[config.mk]
export PLATFORM = sky130hd
export DESIGN_NAME = disp_entry_buf_flat
export DESIGN_NICKNAME = d
export VERILOG_FILES = /design/src/rtl/disp_entry_buf_if.sv /design/src/rtl/disp_entry_buf.sv /design/src/flat_wrapper.sv
export SDC_FILE = /design/constraint.sdc
export NUM_CORES = 1
export LEC_CHECK = 0
export CORE_MARGIN = 10
export CORE_UTILIZATION = 50
export CTS_CLUSTER_SIZE = 14
export DETAILED_ROUTE_END_ITERATION = 7
export DONT_BUFFER_PORTS = 1
export PLACE_DENSITY = 0.68
export SLEW_MARGIN = 20
export SYNTH_ARGS = -nofsm -noshare
export SYNTH_HDL_FRONTEND = slang
export SYNTH_SLANG_ARGS = --single-unit
[constraint.sdc]
create_clock -name clk -period 1.8 [get_ports clk]
set_input_delay 0.45 -clock clk [delete_from_list [all_inputs] [get_ports clk]]
set_output_delay 0.45 -clock clk [all_outputs]
set_load 0.05 [all_outputs]
[src/rtl/disp_entry_buf_if.sv]
// Key-entry buffer bus: scanner-side key inputs and display-side outputs.
// master drives keys and reads the display; slave is the buffer itself.
interface disp_entry_buf_if #(
    parameter int DIGITS = 8
);
    localparam int CW = $clog2(DIGITS + 1);

    logic                  nkpls;
    logic                  koff;
    logic [3:0]            bcds;
    logic                  clr;
    logic [4*DIGITS-1:0]   bcd_out;
    logic [CW-1:0]         count;
    logic                  full;
    logic                  key_ack;
    logic                  ovf;

    modport master (
        output nkpls,
        output koff,
        output bcds,
        output clr,
        input  bcd_out,
        input  count,
        input  full,
        input  key_ack,
        input  ovf
    );

    modport slave (
        input  nkpls,
        input  koff,
        input  bcds,
        input  clr,
        output bcd_out,
        output count,
        output full,
        output key_ack,
        output ovf
    );
endinterface

[src/rtl/disp_entry_buf.sv]
// Right-entry keypad display buffer with backspace, count, full/overflow.
// Optional LZ_SUPPRESS_EN: a leading 0 is shown but not counted.
module disp_entry_buf #(
    parameter int         DIGITS = 8,
    parameter logic [3:0] BLANK  = 4'hF,
    parameter logic [3:0] BKSP   = 4'hB
) (
    input  logic                   clk,
    input  logic                   rst,
    disp_entry_buf_if.slave        bus
);
    localparam int CW = $clog2(DIGITS + 1);
    localparam logic [CW-1:0] CNT_MAX = CW'(DIGITS);
    localparam logic [CW-1:0] CNT_ONE = CW'(1);

`ifdef LZ_SUPPRESS_EN
    localparam bit LZ_SUP = 1'b1;
`else
    localparam bit LZ_SUP = 1'b0;
`endif

    logic                    s0_q;
    logic                    s1_q;
    logic                    s2_q;
    logic                    ev;

    logic [DIGITS-1:0][3:0]  dig_q;
    logic [DIGITS-1:0][3:0]  dig_d;
    logic [CW-1:0]           cnt_q;
    logic [CW-1:0]           cnt_d;
    logic                    ack_q;
    logic                    ack_d;
    logic                    ovf_q;
    logic                    ovf_d;

    logic                    is_bksp;
    logic                    is_digit;
    logic                    cnt_zero;
    logic                    cnt_full;
    logic                    lz_hold;

    // Strobe synchroniser; idles high so reset release never looks like a key.
    always_ff @(posedge clk or negedge rst) begin
        if (!rst) begin
            s0_q <= 1'b1;
            s1_q <= 1'b1;
            s2_q <= 1'b1;
        end else begin
            s0_q <= bus.nkpls;
            s1_q <= s0_q;
            s2_q <= s1_q;
        end
    end

    assign ev       = ~s1_q & s2_q;
    assign is_bksp  = (bus.bcds == BKSP);
    assign is_digit = (bus.bcds <= 4'd9) && !is_bksp;
    assign cnt_zero = (cnt_q == '0);
    assign cnt_full = (cnt_q == CNT_MAX);
    assign lz_hold  = LZ_SUP && (bus.bcds == 4'd0);

    // Next display state: clear wins, then a valid key event.
    always_comb begin
        dig_d = dig_q;
        cnt_d = cnt_q;
        ack_d = 1'b0;
        ovf_d = 1'b0;
        if (bus.clr) begin
            for (int i = 0; i < DIGITS; i++) begin
                dig_d[i] = BLANK;
            end
            cnt_d = '0;
        end else if (ev && !bus.koff) begin
            if (is_bksp) begin
                ack_d = 1'b1;
                if (cnt_zero) begin
                    dig_d[0] = BLANK;
                end else begin
                    for (int i = 0; i < DIGITS - 1; i++) begin
                        dig_d[i] = dig_q[i+1];
                    end
                    dig_d[DIGITS-1] = BLANK;
                    cnt_d = cnt_q - CNT_ONE;
                end
            end else if (is_digit) begin
                if (cnt_full) begin
                    ovf_d = 1'b1;
                end else if (cnt_zero) begin
                    dig_d[0] = bus.bcds;
                    cnt_d    = lz_hold ? '0 : CNT_ONE;
                    ack_d    = 1'b1;
                end else begin
                    for (int i = 1; i < DIGITS; i++) begin
                        dig_d[i] = dig_q[i-1];
                    end
                    dig_d[0] = bus.bcds;
                    cnt_d    = cnt_q + CNT_ONE;
                    ack_d    = 1'b1;
                end
            end
        end
    end

    // Display, count and one-cycle status pulses.
    always_ff @(posedge clk or negedge rst) begin
        if (!rst) begin
            for (int i = 0; i < DIGITS; i++) begin
                dig_q[i] <= BLANK;
            end
            cnt_q <= '0;
            ack_q <= 1'b0;
            ovf_q <= 1'b0;
        end else begin
            dig_q <= dig_d;
            cnt_q <= cnt_d;
            ack_q <= ack_d;
            ovf_q <= ovf_d;
        end
    end

    assign bus.bcd_out = dig_q;
    assign bus.count   = cnt_q;
    assign bus.full    = cnt_full;
    assign bus.key_ack = ack_q;
    assign bus.ovf     = ovf_q;
endmodule
[src/flat_wrapper.sv]
// flat-port wrapper written by rule: the top's interface ports become plain ports
module disp_entry_buf_flat 
#(
    parameter int         DIGITS = 8,
    parameter logic [3:0] BLANK  = 4'hF,
    parameter logic [3:0] BKSP   = 4'hB
)
  (clk, rst, bus_nkpls, bus_koff, bus_bcds, bus_clr, bus_bcd_out, bus_count, bus_full, bus_key_ack, bus_ovf);
  disp_entry_buf_if #(.DIGITS(DIGITS)) bus_i ();
  input  logic clk;
  input  logic rst;
  input wire logic [$bits(bus_i.nkpls)-1:0] bus_nkpls;
  input wire logic [$bits(bus_i.koff)-1:0] bus_koff;
  input wire logic [$bits(bus_i.bcds)-1:0] bus_bcds;
  input wire logic [$bits(bus_i.clr)-1:0] bus_clr;
  output wire logic [$bits(bus_i.bcd_out)-1:0] bus_bcd_out;
  output wire logic [$bits(bus_i.count)-1:0] bus_count;
  output wire logic [$bits(bus_i.full)-1:0] bus_full;
  output wire logic [$bits(bus_i.key_ack)-1:0] bus_key_ack;
  output wire logic [$bits(bus_i.ovf)-1:0] bus_ovf;
  assign bus_i.nkpls = bus_nkpls;
  assign bus_i.koff = bus_koff;
  assign bus_i.bcds = bus_bcds;
  assign bus_i.clr = bus_clr;
  assign bus_bcd_out = bus_i.bcd_out;
  assign bus_count = bus_i.count;
  assign bus_full = bus_i.full;
  assign bus_key_ack = bus_i.key_ack;
  assign bus_ovf = bus_i.ovf;
  disp_entry_buf #(.DIGITS(DIGITS), .BLANK(BLANK), .BKSP(BKSP)) u_core (.clk(clk), .rst(rst), .bus(bus_i));
endmodule
# Word-level counts from Yosys, hierarchy flattened
# Cells that the tools add are included.
[classes]
mul = 0
shift = 0
reduce_logical = 10
addsub = 2
n_bitwise = 2
magnitude_cmp = 1
eq_ne = 5
n_div = 0
mux = 25
[op_table]
columns = ["cell", "count"]
rows = [
  ["32-bit 2-to-1 mux", 5],
  ["28-bit 2-to-1 mux", 2],
  ["4-bit 2-to-1 mux", 8],
  ["1-bit 2-to-1 mux", 10],
  ["4-bit equality test, second input constant", 2],
  ["3-bit inequality test, second input constant", 2],
  ["5-bit AND reduction", 1],
  ["4-bit by 1-bit adder with 4-bit output, second input constant", 1],
  ["4-bit less-or-equal comparator, second input constant", 1],
  ["4-bit logical NOT", 1],
  ["4-bit AND reduction", 1],
  ["4-bit by 1-bit subtractor with 4-bit output, second input constant", 1],
  ["3-bit by 2-bit inequality test with 1-bit output, second input constant", 1],
  ["3-bit AND reduction", 1],
  ["3-bit nonzero test", 1],
  ["1-bit logical AND", 2],
  ["1-bit logical NOT", 2],
  ["2-bit nonzero test", 1],
  ["1-bit AND", 1],
  ["1-bit NOT", 1],
]
[totals]
word_cells = 59
inputBits = 9
out_inout_bits = 39
n_memories = 0
rom_bits = 0
mem_bits_rw = 0
register_bits = 41
latch_bits = 0

# Longest topological paths before layout
[depth]
depth_word = 7
depth_mapped = 8

# Worst setup path before layout
# Ideal clock, no wire load.
[synth_timing]
kind = "reg2reg"
from = "reg u_core.cnt_q[0], in the netlist u_core.bus.count[0]"
to = "reg u_core.dig_q, in the netlist u_core.bus.bcd_out[10]"
path_stages_with_launch = 9
n_path_buf = 2
synth_period_minus_slack_ns = 2.265
slack_ns = -0.465
arrival_time_ns = 2.182
setup_time_ns = 0.082
path_cell_list = "dfrtp_1 -> inv_1 -> ha_1 -> nand3b_1 -> a21oi_1 -> o31a_1 -> buf_6 -> buf_6 -> mux2_4"
[synth_between]
elab_chain_len = 3
word_cells_on_any_way = 6
classes_between = "eq/ne (4); reduce/logical (2)"
[synth_lines]
columns = ["item", "line", "source"]
rows = [
  ["from (decl)", "disp_entry_buf.sv:29", "logic [CW-1:0] cnt_q;"],
  ["from (signal assigned)", "disp_entry_buf.sv:115", "cnt_q <= cnt_d;"],
  ["4-bit equality test or 4-bit logical NOT (tied branches)", "disp_entry_buf.sv:59, disp_entry_buf.sv:58", ""],
  ["3-bit by 2-bit inequality test with 1-bit output (no line) or 3-bit inequality test (tied branches)", "n/a", ""],
  ["5-bit AND reduction (no line) (*)", "n/a", ""],
  ["to (signal assigned)", "disp_entry_buf.sv:114", "dig_q <= dig_d;"],
  ["to (decl)", "disp_entry_buf.sv:27", "logic [DIGITS-1:0][3:0] dig_q;"],
]
# Mark *: on every way between the ends. The rest lies on a longest branch, timed or not.
# A chain may end at the register's enable or synchronous reset.

# Worst setup path in the final report
[layout_timing]
from = "reg u_core.cnt_q[1], in the netlist u_core.bus.count[1]"
to = "out bus_full"
[layout_between]
elab_chain_len = 1
[layout_lines]
columns = ["item", "line", "source"]
rows = [
  ["4-bit equality test", "disp_entry_buf.sv:59", "assign cnt_full = (cnt_q == CNT_MAX);"],
  ["to (decl)", "flat_wrapper.sv:18", "output wire logic [$bits(bus_i.full)-1:0] bus_full;"],
]
# No other way between the ends.

==> results_dict.tcl <==
set metrics [dict create \
    grt_setup_unrepaired "true" \
    synthArstFlopShare_pct 100 \
    crit_path_start "u_core.bus.count[1]" \
    synthesized_area_fraction_occupied_by_adder_cells_pct 1.13 \
    final-max-slew-violation-count 0 \
    areaGrowthSynthToFinish_pct 20.3 \
    synth_flop_cell "sky130_fd_sc_hd__dfstp_2" \
    synth_xor_area_share_pct 0 \
    totalWireLength_um 5630 \
    post_synth_instance_area_mm2 0.00222 \
    vias_per_cell 5.90 \
    dpl_worst_slack_ps -42.4 \
    clock_slew_at_reported_path_ffs_ps 80 \
    dieHeight_um 86.6 \
    post-dp-hpwl_um 3780 \
    dr_total_vias 1671 \
    netlist_top_cells_area "sky130_fd_sc_hd__dfstp_2 (41%), sky130_fd_sc_hd__mux2_4 (14%), sky130_fd_sc_hd__nand2_1 (8.6%)" \
    drtPass1Iterations 4 \
    dieArea_mm2 0.00751 \
    place_congestion 0.921 \
    failed_checks "setup timing" \
    drv.max_cap_violation_count 0 \
    cp.required_ps 1350 \
    setup_viol_count_final 29 \
    clock_skew_ps 6.58 \
    dr.first_iter.drc_count 198 \
    holdCritStartpoint "bus_nkpls" \
    synth_compound_gate_area_share_pct 7.55 \
    timing.critical_path.to_type "output pin" \
    final_hold_vios 0 \
    grt_first_pass_wirelength_um 8690 \
    clkLatencyLatePin_ps 300 \
    numPortBuffers 0 \
    synth.yosys.seq_area_share_pct 48.2 \
    num_antenna_cells 0 \
    yosysWarnings 0 \
    synth_enable_flop_cells 0 \
    cts_buffer_depth 2 \
    cts_root_buffer "sky130_fd_sc_hd__clkbuf_8" \
    outcome "finished with violations" \
    h-tree-depth 2 \
    pin_count 48 \
    worst-setup-path-type "reg2out" \
    number_of_antenna_violations_at_the_first_check_in_global_routing 0 \
    maximum_number_of_pins_on_one_net_before_global_route_repair 42 \
    worst_slew_margin_rel_pct 67.8 \
    setup_ws_ps -101 \
    wire_per_inst_um 19.9 \
    final_core_util_pct 61.8 \
    synth_top_area_share_pct 41.4 \
    drive_above_1_share_pct 47.6 \
    postSynthCellCount 211 \
    clock_sinks 41 \
    synth.area.mux_share_pct 18.1 \
    timing.fmax_mhz 526 \
    main_combinational_cell_family_by_area_after_synthesis "simple AND/OR/NAND/NOR gates" \
    minimum_period_implied_by_the_final_worst_setup_slack_ps 1900 \
    cp.arrival_ps 1450 \
    path_max_fanout 4 \
    first_global_vias 1686 \
    gr-total-overflow 0 \
    worst_slew_pin_slew_ps 484 \
    library_cell_occupying_the_most_area_in_the_post_synthesis_netlist "sky130_fd_sc_hd__dfstp_2" \
    postRouteAntennaNets 0 \
    power.static_leakage_uw 0.00119 \
    post-route-period-util_pct 106 \
    final_net_count 242 \
    postSynthAreaPerCell_um2 10.5 \
    number_of_standard_cells_in_the_layout_taps_in_and_fillers_out 283 \
    power_per_cell_area_mw_per_mm2 808 \
    core_mm2 0.00432 \
    placedCellCount 268 \
    drc 0 \
    finalPower_uw 2160 \
    mappedNetlistNets 222 \
    grt_use_total_pct 14.4 \
    synth_cell_type_count 36 \
    largest_vdd_supply_drop_v 0.000393 \
    synth-seq-cells 41 \
    min-delay-path-class "in2reg" \
    chipWidth_um 86.6 \
    initial_core_util_pct 51.4 \
    tritoncts "built" \
    yosys.area_share.simple_pct 20.9 \
    cts_inserted_buffers 5 \
    standard_cell_row_count 24 \
    worst_setup_path_start_kind "flop" \
    hold_ws_ps 143 \
    crit-reg2reg-launch "u_core.s2_q" \
]
-- per-stage QoR --
stage               cell area, µm²  setup TNS [ps]
finish                        2670           -1430
CTS                           2540            -933
global placement              2380           -45.6
floorplan                     2240           -5540
detailed placement            2380            -423
global route                  2670           -3460
-- flip-flops by register name (all words and copies together), names as in the netlist --
signal,count
u_core.bus.bcd_out,32
u_core.bus.count,4
u_core.bus.key_ack,1
u_core.bus.ovf,1
u_core.s0_q,1
u_core.s1_q,1
u_core.s2_q,1
-- kinds of logic after synthesis --
family          count (synthesis)
fa+ha+maj                       2
compound gates                 22
flops                          41
buf+inv                        18
simple gates                   99
mux                            29
-- power breakdown --
part | switching, µW | internal, µW
clock | 321 | 403
sequential | 188 | 1000
combinational | 119 | 126
-- cell type report --
cell class	instances	area (µm²)
well taps	52	65.1
repair buffers	26	282
flip-flops and latches	41	1070
clock inverters	2	35.0
fillers	357	1650
multi-input cells	152	1130
inverters	5	21.3
clock buffers	5	68.8
-- final timing paths --
check	endpoint	slack, ps	cells past startpoint
worst max-delay path	bus_full	-100	6
worst min-delay path	u_core.s0_q	140	0
worst max register to register	u_core.bus.bcd_out[15]	-70	4
worst min register to register	u_core.s1_q	360	0
max in group asynchronous	u_core.bus.bcd_out[11]	940	2
min in group asynchronous	u_core.bus.count[1]	590	2
-- cell usage after synthesis (2+ instances only) --
library cell	n
sky130_fd_sc_hd__nand2_1	51
sky130_fd_sc_hd__dfstp_2	35
sky130_fd_sc_hd__nand3_1	27
sky130_fd_sc_hd__mux2_4	20
sky130_fd_sc_hd__mux2_2	9
sky130_fd_sc_hd__clkbuf_1	8
sky130_fd_sc_hd__dfrtp_1	6
sky130_fd_sc_hd__a211o_1	5
sky130_fd_sc_hd__inv_1	5
sky130_fd_sc_hd__or3_1	5
sky130_fd_sc_hd__a21oi_1	3
sky130_fd_sc_hd__buf_6	3
sky130_fd_sc_hd__nor2_1	3
sky130_fd_sc_hd__o2111a_1	3
sky130_fd_sc_hd__o21ai_0	3
sky130_fd_sc_hd__ha_1	2
sky130_fd_sc_hd__nor2b_1	2
sky130_fd_sc_hd__nor3b_1	2
sky130_fd_sc_hd__or4_1	2
-- timing repair --
action                                 4_1_cts  5_1_grt
setup buffers                                1        2
gates resized for setup                      3       12
pin swaps                                    0        8
hold buffers                                 2        0
gates cloned                                 0        3
setup endpoints to repair                   30       32
endpoints found under the hold margin       41        0
-- per-layer routing --
layer  GRT usage [%]  share of wire (%)  vias up
met5               0                  0        -
met4            5.45                1.7        0
met3            5.91                 10       14
met2            22.2                 47       55
met1            17.5                 41      815
li1                -                  -      787
-- layout by cell type (no fill, tap or decap), types with 2 or more instances in the layout --
cell / netlist / layout
sky130_fd_sc_hd__nand3_1: 27 / 26
sky130_fd_sc_hd__mux2_4: 20 / 21
sky130_fd_sc_hd__dfstp_2: 35 / 35
sky130_fd_sc_hd__inv_1: 5 / 2
sky130_fd_sc_hd__nor2_1: 3 / 3
sky130_fd_sc_hd__a211o_1: 5 / 5
sky130_fd_sc_hd__or3_1: 5 / 5
sky130_fd_sc_hd__nor2b_1: 2 / 2
sky130_fd_sc_hd__o21ai_0: 3 / 3
sky130_fd_sc_hd__dfrtp_2: 0 / 2
sky130_fd_sc_hd__clkbuf_16: 0 / 2
sky130_fd_sc_hd__buf_6: 3 / 3
sky130_fd_sc_hd__inv_2: 0 / 2
sky130_fd_sc_hd__nand2_1: 51 / 51
sky130_fd_sc_hd__buf_12: 0 / 3
sky130_fd_sc_hd__buf_4: 0 / 17
sky130_fd_sc_hd__or4_1: 2 / 2
sky130_fd_sc_hd__a21oi_1: 3 / 2
sky130_fd_sc_hd__mux2_2: 9 / 8
sky130_fd_sc_hd__clkbuf_8: 0 / 5
sky130_fd_sc_hd__o2111a_1: 3 / 3
sky130_fd_sc_hd__dfrtp_1: 6 / 4
-- worst max-delay path, stage by stage, from the launching register on --
cell and delay, ps:
sky130_fd_sc_hd__dfrtp_2 420, sky130_fd_sc_hd__inv_2 80, sky130_fd_sc_hd__ha_4 140, sky130_fd_sc_hd__nand3b_1 150
sky130_fd_sc_hd__buf_6 170, sky130_fd_sc_hd__inv_4 60, sky130_fd_sc_hd__buf_12 130
Power figures use the tool's default switching activity.
